`src/rtl/audio_pkg.sv`:
```
// Shared audio constants: default sample width, bit-clock divider, LRCLK channel codes.
package audio_pkg;
  localparam int   AUDIO_WIDTH    = 16;
  localparam int   AUDIO_BCLK_DIV = 4;
  localparam logic LR_LEFT        = 1'b0;
  localparam logic LR_RIGHT       = 1'b1;
endpackage

```
`src/rtl/bclk_gen.sv`:
```
// Bit-clock generator: divides the system clock into BCLK and flags the last
// system cycle of each BCLK period (the cycle before BCLK falls).
module bclk_gen
  import audio_pkg::*;
#(
  parameter int BCLK_DIV = AUDIO_BCLK_DIV
) (
  input  logic clk_in,
  input  logic reset,
  output logic bclk,
  output logic fall_tick
);

  localparam int           CW   = (BCLK_DIV > 2) ? $clog2(BCLK_DIV) : 1;
  localparam logic [CW-1:0] LAST = CW'(BCLK_DIV - 1);
  localparam logic [CW-1:0] HALF = CW'(BCLK_DIV / 2);

  logic [CW-1:0] div_cnt_q, div_cnt_d;
  logic          bclk_q, bclk_d;
  logic          fall_tick_q, fall_tick_d;

  // Next divider count; bclk and the fall strobe are decoded from it so they line up with the count.
  always_comb begin
    div_cnt_d   = (div_cnt_q == LAST) ? '0 : div_cnt_q + 1'b1;
    bclk_d      = (div_cnt_d >= HALF);
    fall_tick_d = (div_cnt_d == LAST);
  end

  // Divider state, cleared to the start of a low BCLK half on reset.
  always_ff @(posedge clk_in) begin
    if (reset) begin
      div_cnt_q   <= '0;
      bclk_q      <= 1'b0;
      fall_tick_q <= 1'b0;
    end else begin
      div_cnt_q   <= div_cnt_d;
      bclk_q      <= bclk_d;
      fall_tick_q <= fall_tick_d;
    end
  end

  assign bclk      = bclk_q;
  assign fall_tick = fall_tick_q;

endmodule

```
`src/rtl/i2s_tx.sv`:
```
// Philips I2S transmitter: one-slot holding register on a valid/ready input,
// frame loader with bypass/underrun handling, and an MSB-first {L,R} serializer.
module i2s_tx
  import audio_pkg::*;
#(
  parameter int WIDTH    = AUDIO_WIDTH,
  parameter int BCLK_DIV = AUDIO_BCLK_DIV
) (
  input  logic             clk_in,
  input  logic             reset,
  input  logic [WIDTH-1:0] sample_l,
  input  logic [WIDTH-1:0] sample_r,
  input  logic             sample_valid,
  output logic             sample_ready,
  output logic             bclk,
  output logic             lrclk,
  output logic             sdata,
  output logic             underrun
);

  localparam int            FW       = 2 * WIDTH;
  localparam int            BW       = $clog2(FW);
  localparam logic [BW-1:0] LAST_BIT = BW'(FW - 1);
  localparam logic [BW-1:0] R_START  = BW'(WIDTH - 1);
  localparam logic [BW-1:0] R_END    = BW'(FW - 2);

  logic          fall_tick;
  logic          accept, frame_load;
  logic [BW-1:0] bit_cnt_q, bit_cnt_d;
  logic [FW-1:0] shift_q, shift_d;
  logic [FW-1:0] hold_q, hold_d;
  logic          hold_full_q, hold_full_d;
  logic          lrclk_q, lrclk_d;
  logic          sdata_q, sdata_d;
  logic          underrun_q, underrun_d;

  bclk_gen #(.BCLK_DIV(BCLK_DIV)) u_bclk_gen (
    .clk_in    (clk_in),
    .reset     (reset),
    .bclk      (bclk),
    .fall_tick (fall_tick)
  );

  assign accept     = sample_valid && !hold_full_q;
  assign frame_load = fall_tick && (bit_cnt_q == LAST_BIT);

  // Handshake, framing and serializer next-state; a frame load overrides the plain shift.
  always_comb begin
    bit_cnt_d   = bit_cnt_q;
    shift_d     = shift_q;
    hold_d      = hold_q;
    hold_full_d = hold_full_q;
    underrun_d  = 1'b0;

    if (accept) begin
      hold_d      = {sample_l, sample_r};
      hold_full_d = 1'b1;
    end

    if (fall_tick) begin
      bit_cnt_d = frame_load ? '0 : bit_cnt_q + 1'b1;
      shift_d   = {shift_q[FW-2:0], 1'b0};
    end

    if (frame_load) begin
      if (hold_full_q) begin
        shift_d     = hold_q;
        hold_full_d = 1'b0;
      end else if (sample_valid) begin
        // Bypass: the pair goes straight to the shifter and never occupies the hold.
        shift_d     = {sample_l, sample_r};
        hold_full_d = 1'b0;
      end else begin
        shift_d    = '0;
        underrun_d = 1'b1;
      end
    end

    // LRCLK switches one bit ahead of each channel's MSB.
    lrclk_d = ((bit_cnt_d >= R_START) && (bit_cnt_d <= R_END)) ? LR_RIGHT : LR_LEFT;
    sdata_d = shift_d[FW-1];
  end

  // Control and output registers; reset abandons any frame in progress.
  always_ff @(posedge clk_in) begin
    if (reset) begin
      bit_cnt_q   <= LAST_BIT;
      shift_q     <= '0;
      hold_full_q <= 1'b0;
      lrclk_q     <= LR_LEFT;
      sdata_q     <= 1'b0;
      underrun_q  <= 1'b0;
    end else begin
      bit_cnt_q   <= bit_cnt_d;
      shift_q     <= shift_d;
      hold_full_q <= hold_full_d;
      lrclk_q     <= lrclk_d;
      sdata_q     <= sdata_d;
      underrun_q  <= underrun_d;
    end
  end

  // Holding-register payload; only meaningful while hold_full_q is set.
  always_ff @(posedge clk_in) begin
    hold_q <= hold_d;
  end

  assign sample_ready = !hold_full_q;
  assign lrclk        = lrclk_q;
  assign sdata        = sdata_q;
  assign underrun     = underrun_q;

endmodule

```
`config.mk`:
```
export PLATFORM = sky130hd
export DESIGN_NAME = i2s_tx
export DESIGN_NICKNAME = d
export VERILOG_FILES = /design/src/rtl/audio_pkg.sv /design/src/rtl/bclk_gen.sv /design/src/rtl/i2s_tx.sv
export SDC_FILE = /design/constraint.sdc
export NUM_CORES = 1
export LEC_CHECK = 0
export BUFFER_PORTS_ARGS = -buffer_cell sky130_fd_sc_hd__buf_2
export CORE_ASPECT_RATIO = 1.1
export CORE_MARGIN = 2
export CORE_UTILIZATION = 60
export CTS_CLUSTER_SIZE = 8
export DETAILED_ROUTE_END_ITERATION = 10
export GPL_TIMING_DRIVEN = 0
export PLACE_DENSITY = 0.89
export SETUP_SLACK_MARGIN = 0.1
export SLEW_MARGIN = 20
export SYNTH_ARGS = -nofsm -noshare
export SYNTH_HDL_FRONTEND = slang
export SYNTH_SLANG_ARGS = --single-unit
export TNS_END_PERCENT = 5
```
`constraint.sdc`:
```
create_clock -name clk_in -period 3.7 [get_ports clk_in]
set_input_delay 0 -clock clk_in [delete_from_list [all_inputs] [get_ports clk_in]]
set_output_delay 0 -clock clk_in [all_outputs]
set_load 0.005 [all_outputs]
```
# Word level (Yosys, flattened, before mapping)
# Index checks and enable logic that the tools add are counted.
[op_classes]
magnitude_cmp = 3
n_bitwise = 1
eq_ne = 3
add_sub_neg = 2
mux = 13
n_reduce_logical = 6
[op_table]
columns = ["operator", "n"]
rows = [
  ["$mux W32", 4],
  ["$mux W5", 2],
  ["$mux W1", 6],
  ["$add A5 B1 Y5 const B", 1],
  ["$eq A5 B5 Y1 const B", 1],
  ["$ge A5 B4 Y1 const B", 1],
  ["$le A5 B5 Y1 const B", 1],
  ["$eq A2 B2 Y1 const B", 2],
  ["$logic_and A1 B1 Y1", 3],
  ["$reduce_or A3 Y1", 1],
  ["$add A2 B1 Y2 const B", 1],
  ["$ge A2 B2 Y1 const B", 1],
  ["$mux W2", 1],
  ["$reduce_bool A2 Y1", 1],
  ["$logic_not A1 Y1", 1],
  ["$not A1 Y1", 1],
]
[word_totals]
out_inout_bits = 5
regBits = 76

# Depth between registers and ports, before layout
# Gate-level depths: netlist of the first run.
[logic_depth]
word_depth = 7
depth_mapped = 8
mapped_depth_nobuf = 7

# Hierarchy
# From an unflattened synthesis of the first run, not the netlist that was laid out.
[hier_totals]
hier_cells = 268
area_unflattened_um2 = 3010.4
[by_module_without_submodules]
columns = ["module", "cells_per_inst", "seq_area_each_um2", "area_per_inst_um2", "instances"]
rows = [
  ["i2s_tx", 259, 1761.7, 2901.5, 1],
  ["bclk_gen", 9, 60.1, 108.9, 1],
]

# Worst setup path after synthesis of the first run
# No wires, ideal clock.
[synth_path]
kind = "reg2reg"
start = "register bit_cnt_q[0]"
end = "register shift_q[13]"
setup_slack_ns = 1.954
required_time_ns = 3.568
t_arrival_ns = 1.614
stages_incl_launch_ff = 9
synth_period_minus_slack_ns = 1.746
setup_time_ns = 0.132
path_buffers = 2
cell_sequence = "dfxtp_1 ha_1 and3_1 ha_1 buf_4 clkbuf_1 or3_1 o21ai_1 nor3_1"
[synth_via]
elab_chain_len = 3
word_cells_on_any_way = 4
[synth_rtl]
columns = ["item", "line_no", "text"]
rows = [
  ["from (decl)", "i2s_tx.sv:29", "logic [BW-1:0] bit_cnt_q, bit_cnt_d;"],
  ["from (signal assigned)", "i2s_tx.sv:94", "bit_cnt_q <= bit_cnt_d;"],
  ["$eq A5 B5 Y1 (*)", "i2s_tx.sv:45", "assign frame_load = fall_tick && (bit_cnt_q == LAST_BIT);"],
  ["$logic_and A1 B1 Y1 (*)", "i2s_tx.sv:45", ""],
  ["$mux W32 / $reduce_bool A2 Y1 (equally long branches)", "-", ""],
  ["to (signal assigned)", "i2s_tx.sv:95", "shift_q <= shift_d;"],
  ["to (decl)", "i2s_tx.sv:30", "logic [FW-1:0] shift_q, shift_d;"],
]
# Mark *: on every way between the ends. The rest lies on a longest branch, timed or not.
# A chain may end at the register's enable or synchronous reset.

# Final worst setup path of the first run
[layout_path]
start = "register bit_cnt_q[0]"
end = "register shift_q[1]"
# Same word-level chain as after synthesis.

==> metrics.txt, run 1 <==
outcome finished, final reports clean; MaxCap Viol Count 0; GPL Wtd Cong 0.829; Worst Max-Slew Pin Slew 0.515 ns; I/O Buffers 38; worst skew pair latency 0.35 ns; diode count 0; dpl hpwl about 4100 µm; share of layout cells above drive strength 1 0.194; yosys warns 0; Total Routing Usage GR 0.258; Synth Instances 268; dpl ws 1.65 ns; HP Class in2reg; Max Fclk 0.483 GHz; CP required 3.91 ns; Critical Path Start Type register; Rel. slew slack 0.656; CTS H-tree lvls 3; peak fanout along the critical path 10; area grow syn2layout 24.7%; initial antenna violation count 0; Pleak between 1 and 1.5 nW; die area between 5000 and 6000 µm²; Routed WL 6850 µm; Worst Slack Setup Final 1.63 ns; Vias 2,521; number of synthesized flops with an enable pin 32; vias in the first global route about 2,600; First-pass DRT Iterations 4; Crit Path Class reg2reg; TNS Setup 0 ns; Worst-path clk slew 0.07 ns; die width around 70 µm; switch share 0.260; core area 4970 µm²; Final Skew 0.00581 ns; antenna violation net count after detailed routing 0; Comb power frac 0.160; CP Data Arrival Time 2.29 ns; endpoints failing setup 0; Die Y-Extent 78.9 µm; vias per cell approximately 6.1; Avg WL per Cell 16.6 µm; root buffer cell clkbuf_8; count of cell types in the netlist 35; Cell Area, Synth slightly above 3000 µm²; Num CTS Buffers 9; final non-filler cell total 413; Clock Tree Buf Depth 2; Synth Register Bits 75; Initial DRC Count around 230; P_sw ~0.46 mW; max-slew violation count 0; largest net degree at the start of global routing 42; std cell rows 27; Initial Util 0.617; Final Cycle Share 0.560; Synth area leader edfxtp_1; async set-or-reset flop fraction in the synthesized netlist 0; RSZ-0062 raised after global routing false; CP endpoint kind register; top cells by area, synth edfxtp_1 31%, dfxtp_1 28%, a221oi_1 8.6%; post-synth top area share 0.314; post-synth net total ~310; list of most frequent post-synthesis cells 43 x dfxtp_1, 32 x edfxtp_1, 32 x nor3_1, 32 x or3_1, 30 x a221oi_1; clock sinks between 70 and 80; io pins 40; internal power 1.31 mW; most common cell in the netlist dfxtp_1; Flop pwr share 0.539; Clk pwr share 0.301; Fin. Hold Viols 0; Filler Cell Count 309; CTS tree done; gr ovfl total 0; pwr dens 463 nW/µm²; Layout Nets just under 400; Max IR drop VDD 0.270 mV; Avg Cell Area, Syn 11.4 µm²; sequential share of the synthesized area 0.595; ys flop type dfxtp_1; # DRC 0; Tmin final about 2.1 ns; DP Cell Count 364; global-route wire length before repair 11,200 µm
[registers in the layout (all words and copies together), names as in the netlist]
name                  count
hold_q                   32
shift_q                  32
bit_cnt_q                 5
hold_full_q               1
lrclk                     1
u_bclk_gen.bclk           1
u_bclk_gen.div_cnt_q      1
u_bclk_gen.fall_tick      1
underrun                  1
[cells in the final DEF (no fill, tap or decap), types with 2 or more instances in the layout]
cell and n:
a221oi_1 30, clkbuf_1 15, or3_1 32, dfxtp_1 43, buf_4 5, a2bb2oi_1 2, edfxtp_1 32, nand2b_1 2
clkbuf_8 10, and3_1 3, o21ai_1 25, dlygate4sd3_1 33, nand2_1 2, or2_1 2, inv_1 2, a211oi_1 2
nor2b_1 3, buf_6 4, clkinv_1 2, ha_1 4, nor2_1 3, buf_2 44, nor3_1 32, o21ai_0 8
[layout make-up]
| cell class | count | area, µm² | area share |
|---|---|---|---|
| Clock inverter | 3 | 15.0 | 0.00393 |
| Inverter | 3 | 11.3 | 0.00295 |
| Tap cell | 58 | 72.6 | 0.0190 |
| Multi-Input combinational cell | 163 | 1070 | 0.281 |
| Sequential cell | 75 | 1820 | 0.477 |
| Clock buffer | 13 | 149 | 0.0390 |
| Buffer | 27 | 158 | 0.0413 |
| Timing Repair Buffer | 71 | 520 | 0.136 |
[per-stage QoR]
step                cell area (µm²)   util  hold WS (ns)  total power [mW]
finish                         3820  0.769        0.0784              1.77
detailed placement             3330  0.670         0.191              1.22
CTS                            3820  0.769        0.0651              1.78
global route                   3820  0.769         0.141              1.85
global placement               3330  0.670         0.192              1.21
floorplan                      3060      -        0.0785              1.14
[worst max-delay path, stage by stage (launching register included)]
cell and delay [ns]:
dfxtp_1 0.45, ha_1 0.22, and3_1 0.16, ha_1 0.17, buf_4 0.19, nand2_2 0.13
buf_2 0.21, a221oi_1 0.32, nor3_1 0.08
[per-layer routing]
| metal | vias up | global-route usage | wire, µm |
|---|---|---|---|
| met4 | 0 | 0.172 | 232 |
| met1 | 1208 | 0.311 | 2840 |
| met5 | - | 0 | 0 |
| li1 | 1201 | - | - |
| met3 | 21 | 0.0393 | 345 |
| met2 | 91 | 0.424 | 3430 |
[logic make-up (layout without fill, tap and decap cells)]
| family | Yosys count | after routing | share of synthesized area |
|---|---|---|---|
| DFF | 75 | 75 | 0.595 |
| adders and majority gates | 4 | 4 | 0.0163 |
| AOI/OAI and AO/OA | 72 | 72 | 0.166 |
| muxes | 1 | 1 | 0.00327 |
| and+or+nand+nor | 86 | 86 | 0.165 |
| buffers and inverters | 30 | 117 | 0.0551 |
[repair_timing]
action	in CTS	in global routing
hold buffers	33	0
buffers inserted	0	0
resized for setup	0	0
hold endpoints to repair	54	0
[power by group through the flow]
stage	Clock, mW	Sequential, mW	Combinational [mW]
3_5_place_dp	0	0.971	0.251
6_report	0.533	0.954	0.282
3_3_place_gp	0	0.966	0.242
2_1_floorplan	0	0.964	0.176
5_1_grt	0.574	0.959	0.315
4_1_cts	0.542	0.953	0.281
[worst paths after layout]
check | from | end | slack (ns) | cells after the start
min reg2reg | u_bclk_gen.div_cnt_q[0] | u_bclk_gen.div_cnt_q[0] | 0.47 | 1
max reg2reg | bit_cnt_q[0] | shift_q[1] | 1.63 | 8
max | bit_cnt_q[0] | shift_q[1] | 1.63 | 8
min | reset | bit_cnt_q[4] | 0.08 | 2
Power figures use the tool's default switching activity.
==> inputs of run 2 (changes only) <==
CORE_UTILIZATION = 57   (was 60)
PLACE_DENSITY = 0.86   (was 0.89)
clock period = 2 ns   (was 3.7 ns; I/O delays follow)
==> run 2 against run 1 <==
  * Clock power increased by 110%
  * Count of clock-buffer cells in the layout decreased by 4
  * Worst hold slack got worse by 0.042 ns
  * Final cell count increased by 4.4%
  * Sequential share of layout area decreased by 1.6 points
  * Largest cell class unchanged
  * Largest power group unchanged
  * Highest routed layer unchanged
==> metrics.txt, run 2 (same netlist as run 1, synthesis figures left out) <==
initial antenna violation count 0 (unchanged); largest net degree at the start of global routing 42 (unchanged); Rel. slew slack 0.654 (-0.00223); internal power 2.54 mW (+94%); Total Routing Usage GR 0.223 (-0.0346); peak fanout along the critical path 10 (unchanged); Filler Cell Count 348 (+13%); Initial Util 0.579 (-0.0378); global-route wire length before repair 10,100 µm (-9.9%); std cell rows 28 (+3.7%); Avg WL per Cell 14.8 µm (-11%); Max Fclk 0.535 GHz (+11%); Hold Path End bit_cnt_q[4]; Vias 2,448 (-2.9%); max-slew violation count 0 (unchanged); Regs by FF count hold_q x32, shift_q x32, bit_cnt_q x5; cell breakdown of the critical path ha_1 > and3_1 > ha_1 > buf_6 > clkbuf_4 > or3_1 > o21ai_1 > nor3_1; First-pass DRT Iterations 4 (unchanged); WHS 0.0362 ns (-0.0422 ns); P_sw 0.902 mW (+96%); endpoints failing setup 0 (unchanged); most frequent cells in the layout 42 x buf_2, 41 x dfxtp_1, 33 x dlygate4sd3_1; CP required 2.22 ns (-1.69 ns); Critical Path Start Type register; Flop pwr share 0.512 (-0.027); most frequent CP cell ha_1; antenna violation net count after detailed routing 0 (unchanged); vias in the first global route 2,345 (-8.1%); Worst Max-Slew Pin Slew 0.519 ns (+0.00335 ns); clock sinks 75 (unchanged); MaxCap Viol Count 0 (unchanged); max incr delay on CP 0.36 ns (-0.09 ns); Crit Path Class reg2reg; share of layout cells above drive strength 1 0.256 (+0.0613); Worst R2R Start bit_cnt_q[0]; Final Cycle Share 0.934 (+0.374); Comb power frac 0.160 (about the same); # DRC 0 (unchanged); Fin. Hold Viols 0 (unchanged); Layout Nets 390 (+0.26%); die area 5980 µm² (+5.0%); GPL Wtd Cong 0.799 (-3.5%); dpl hpwl 4020 µm (-3.1%); hold path depth 2 (unchanged); CP Data Arrival Time 2.09 ns (-0.20 ns); Final Skew 0.00712 ns (+0.00131 ns); area grow syn2layout 29.5%; Num CTS Buffers 9 (unchanged); worst skew pair latency 0.35 ns (about the same); HP Start reset; Tmin final 1.87 ns (-0.204 ns); Max IR drop VDD 0.496 mV (+84%); CTS tree done; Clock Tree Buf Depth 2 (unchanged); I/O Buffers 38 (unchanged); CP endpoint kind register; CTS H-tree lvls 3 (unchanged); CP bufs+invs 2 (unchanged); vias per cell 5.68 (-7.0%); Pleak 1.43 nW (+5.3%); Die Y-Extent 80.9 µm (+2.5%); Top delay family on crit path simple AND/OR/NAND/NOR gates; TNS Setup 0 ns (unchanged); die width 73.9 µm (+2.5%); HP Class in2reg; crit path max-delay cell type dfxtp_4; dpl ws 0.0114 ns (-1.63 ns); Routed WL 6390 µm (-6.7%); Reg2Reg Depth 8 (unchanged); core area 5290 µm² (+6.5%); r2r setup slk 0.13 ns (-1.50 ns); r2r endpoint shift_q[9]; Clk pwr share 0.328 (+0.027); most common cell after layout, fill and taps aside buf_2; gr ovfl total 0 (unchanged); pwr dens 867 nW/µm² (+87%); io pins 40 (unchanged); root buffer cell clkbuf_8; RSZ-0062 raised after global routing true; Initial DRC Count 161 (-31%); outcome finished, final reports clean; switch share 0.262 (+0.00229); Worst-path clk slew 0.08 ns (about the same); diode count 0 (unchanged); Worst Slack Setup Final 0.131 ns (-1.50 ns)
-- run 2: changes by cell type in the layout (fill, tap and decap cells not counted), moves of 3 or more --
cell and change:
clkinv_2 +3, a221oi_1 -10, clkbuf_1 -6, buf_4 +4, a221oi_2 +10
-- run 2: worst reg2reg max path, delay by kind of cell (launching register included) --
| family | cells | cell delay, ns |
|---|---|---|
| AND/OR/NAND/NOR | 3 | 0.55 |
| flip-flops | 1 | 0.36 |
| buffers and inverters | 2 | 0.32 |
| AO/OA/AOI/OAI | 1 | 0.10 |
| adder cells (fa/ha/maj) | 2 | 0.41 |
-- run 2: worst max path at each step --
stage,from,endpoint,slack (ns),cells after the start
floorplan,bit_cnt_q[0],shift_q[13],0.25,8
global placement,bit_cnt_q[0],shift_q[1],0.05,8
detailed placement,bit_cnt_q[0],shift_q[1],0.01,8
CTS,bit_cnt_q[0],shift_q[9],0.10,8
global route,bit_cnt_q[1],shift_q[2],0.05,8
finish,bit_cnt_q[0],shift_q[9],0.13,8
-- run 2: layout make-up --
class | instances | area, µm² | area share
Inverter | 3 | 11.3 | 0.00284
Timing Repair Buffer | 72 | 528 | 0.133
Clock inverter | 7 | 67.6 | 0.0170
Tap cell | 75 | 93.8 | 0.0237
Multi-Input combinational cell | 163 | 1140 | 0.287
Clock buffer | 9 | 124 | 0.0312
Buffer | 27 | 178 | 0.0448
Sequential cell | 75 | 1830 | 0.460
-- run 2: metal layers --
| metal | global-route usage | share of wire | wire [µm] | vias to the layer above |
|---|---|---|---|---|
| met2 | 0.388 | 0.49 | 3130 | 70 |
| met3 | 0.0409 | 0.042 | 267 | 12 |
| li1 | - | - | - | 1203 |
| met1 | 0.258 | 0.45 | 2850 | 1163 |
| met5 | 0 | 0 | 0 | - |
| met4 | 0.120 | 0.023 | 146 | 0 |
-- run 2: repair_timing --
item / 4_1_cts / 5_1_grt
hold buffers: 33 / 0
resized for setup: 12 / 16
hold endpoints to repair: 58 / 0
setup endpoints to repair: 33 / 31
setup buffers: 0 / 1
-- run 2: stage by stage --
stage               std cells  total power [mW]  area (µm²)  utilization
floorplan                 268              2.11        3060            -
global placement          381              2.24        3350        0.633
detailed placement        381              2.25        3350        0.633
CTS                       430              3.43        3900        0.737
global route              431              3.58        3970        0.750
finish                    431              3.44        3970        0.750
-- run 2: power by group through the flow --
stage	combinational, mW	clock [mW]	sequential [mW]
finish	0.552	1.13	1.76
detailed placement	0.460	0	1.79
CTS	0.532	1.14	1.76
global route	0.611	1.19	1.77
global placement	0.449	0	1.79
floorplan	0.325	0	1.78
==> inputs of run 3 (changes only) <==
ABC_AREA = 1   (was default)
CORE_UTILIZATION = 56   (was 57)
PLACE_DENSITY = 0.85   (was 0.86)
==> run 3 against run 2 <==
  * Largest cell class unchanged
  * Critical path depth is 1 lower
  * Final area is 7.6% lower
  * Via count fell by 5.0%
==> metrics.txt, run 3 <==
P_sw 0.815 mW (-9.7%); Final Cell Area 3660 µm² (-7.6%); internal power 2.38 mW (-6.2%); most frequent cells in the layout 54 x buf_2, 43 x dfxtp_1, 40 x nor2_1; Top delay family on crit path simple AND/OR/NAND/NOR gates; count of cell types in the netlist 23 (-34%); Avg WL per Cell 15.6 µm (+5.3%); Crit Path Class reg2reg; Layout Nets 369 (-5.4%); ys flop type dfxtp_1; share of layout cells above drive strength 1 0.233 (-0.0228); clock sinks 75 (unchanged); final non-filler cell total 393 (-8.8%); Final Cycle Share 0.896 (-0.0379); largest family of logic cells by synthesized area compound AO/OA/AOI/OAI gates; antenna violation net count after detailed routing 0 (unchanged); pwr dens 872 nW/µm² (+0.52%); Tmin final 1.79 ns (-0.0759 ns); gr ovfl total 0 (unchanged); std cell rows 27 (-3.6%); Flop pwr share 0.553 (+0.041); Die Y-Extent 79.2 µm (-2.1%); most common cell in the netlist dfxtp_1; Cell Area, Synth 2880 µm² (-6.0%); number of synthesized flops with an enable pin 32 (unchanged); most frequent CP cell ha_1; Clk pwr share 0.315 (-0.013); most common cell after layout, fill and taps aside buf_2; core area 5000 µm² (-5.5%); Avg Cell Area, Syn 11.7 µm² (+2.0%); list of most frequent post-synthesis cells 43 x dfxtp_1, 40 x nor2_1, 32 x edfxtp_1; crit path max-delay cell type dfxtp_1; Multi-input gate area 928 µm² (-18%); Comb power frac 0.132 (-0.028); async set-or-reset flop fraction in the synthesized netlist 0 (unchanged); Adder-Cell Fraction of Synth Area 0.0174 (+0.00104); Setup Fix Bufs, Post-CTS 0 (unchanged); TNS Setup 0 ns (unchanged); Max IR drop VDD 0.570 mV (+15%); initial antenna violation count 0 (unchanged); Total Routing Usage GR 0.234 (+0.0102); CP bufs+invs 1 (-1); die area 5730 µm² (-4.1%); Routed WL 6140 µm (-4.0%); Max Fclk 0.558 GHz (+4.2%); CTS H-tree lvls 3 (unchanged); Synth Register Bits 75 (unchanged); Final Util 0.733 (-0.0170); # DRC 0 (unchanged); CP required 2.23 ns (about the same); I/O Buffers 38 (unchanged); vias in the first global route 2,304 (-1.7%); Worst Max-Slew Pin Slew 0.531 ns (+0.0127 ns); Num CTS Buffers 9 (unchanged); Fin. Hold Viols 0 (unchanged); io pins 40 (unchanged); CP endpoint kind register; register area 1820 µm² (-0.27%); First-pass DRT Iterations 4 (unchanged); GPL Wtd Cong 0.797 (-0.36%); XOR/XNOR Fraction of Synth Area 0 (unchanged); MaxCap Viol Count 0 (unchanged); switch share 0.255 (-0.00720); Synth Area in Compound Gates 0.198 (+0.0322); die width 72.4 µm (-2.1%); global-route wire length before repair 10,200 µm (+0.95%); largest net degree at the start of global routing 42 (unchanged); yosys warns 0 (unchanged); endpoints failing setup 0 (unchanged); sequential share of the synthesized area 0.632 (+0.0377); Regs by FF count hold_q x32, shift_q x32, bit_cnt_q x5; Critical Path Start Type register; Initial DRC Count 121 (-25%); Filler Cell Count 350 (+0.57%); Synth Area in Simple Gates 0.105 (-0.0599); Rel. slew slack 0.646 (-0.00849); top cells by area, synth edfxtp_1 33%, dfxtp_1 30%, a221oi_1 9.4%; CP Data Arrival Time 2.03 ns (-0.06 ns); Final Skew 0.00733 ns (+0.000209 ns); Worst-path clk slew 0.08 ns (about the same); Initial Util 0.576 (-0.00292); mux contribution to synthesized area 0 (-0.00327); post-synth net total 286 (-6.8%); dpl hpwl 3700 µm (-8.0%); Synth Instances 247 (-7.8%); HP Class in2reg; Placed Area 3140 µm² (-6.1%); Clock Tree Buf Depth 2 (unchanged); vias per cell 5.92 (+4.2%); post-synth top area share 0.334 (+0.0199); max incr delay on CP 0.38 ns (+0.02 ns); DP Cell Count 343 (-10%); cell breakdown of the critical path ha_1 > and3_1 > ha_1 > nand2_2 > clkbuf_2 > a221oi_1 > nor2_1; worst skew pair latency 0.35 ns (about the same); Synth area leader edfxtp_1; RSZ-0062 raised after global routing true; root buffer cell clkbuf_8; outcome finished, final reports clean; peak fanout along the critical path 10 (unchanged); CTS tree done; diode count 0 (unchanged); area grow syn2layout 27.2%; Pleak 1.47 nW (+2.5%); Vias 2,325 (-5.0%); max-slew violation count 0 (unchanged)
## run 3: cell type report
cell class	count	area share
Inverter	9	0.00922
Sequential cell	75	0.497
Multi-Input combinational cell	142	0.253
Buffer	21	0.0294
Timing Repair Buffer	72	0.145
Tap cell	58	0.0198
Clock buffer	11	0.0386
Clock inverter	5	0.00785
## run 3: worst paths after layout
check	startpoint	end	slack, ns	cells after the start
min reg2reg	u_bclk_gen.div_cnt_q[0]	u_bclk_gen.div_cnt_q[0]	0.46	1
max reg2reg	bit_cnt_q[0]	shift_q[27]	0.21	7
min	sample_r[5]	hold_q[5]	0.38	2
max	bit_cnt_q[0]	shift_q[27]	0.21	7
## run 3: kinds of logic after synthesis
kind of cell	Yosys count
buffers and inverters	30
flip-flops	75
adder cells (fa/ha/maj)	4
AO/OA/AOI/OAI	67
AND/OR/NAND/NOR	71
## run 3: repair_timing
action / CTS / global route
endpoints found under the setup margin: 0 / 24
hold buffers: 34 / 0
hold endpoints to repair: 69 / 0
gates resized for setup: 0 / 7
## run 3: power by group through the flow
stage,registers (mW),clock network [mW],logic (mW)
6_report,1.77,1.01,0.423
5_1_grt,1.78,1.07,0.477
4_1_cts,1.76,1.02,0.419
3_5_place_dp,1.80,0,0.364
3_3_place_gp,1.79,0,0.348
2_1_floorplan,1.79,0,0.248
## run 3: per-layer routing
layer | track usage | part of all wire | wire [µm]
met1 | 0.280 | 0.43 | 2650
met3 | 0.0558 | 0.045 | 275
met2 | 0.384 | 0.50 | 3040
met4 | 0.128 | 0.028 | 172
met5 | 0 | 0 | 0
## run 3: worst reg2reg max path, stage by stage (launching register included)
cell	delay, ns
dfxtp_1	0.38
ha_1	0.20
and3_1	0.16
ha_1	0.17
nand2_2	0.17
clkbuf_2	0.25
a221oi_1	0.27
nor2_1	0.08
## run 3: through the flow
| stage | power, mW | hold slack (ns) | worst slack (ns) |
|---|---|---|---|
| 2_1_floorplan | 2.03 | 0.0785 | 0.469 |
| 3_3_place_gp | 2.14 | 0.194 | 0.235 |
| 3_5_place_dp | 2.16 | 0.195 | 0.201 |
| 4_1_cts | 3.20 | 0.367 | 0.128 |
| 5_1_grt | 3.32 | 0.368 | 0.0671 |
| 6_report | 3.20 | 0.378 | 0.207 |
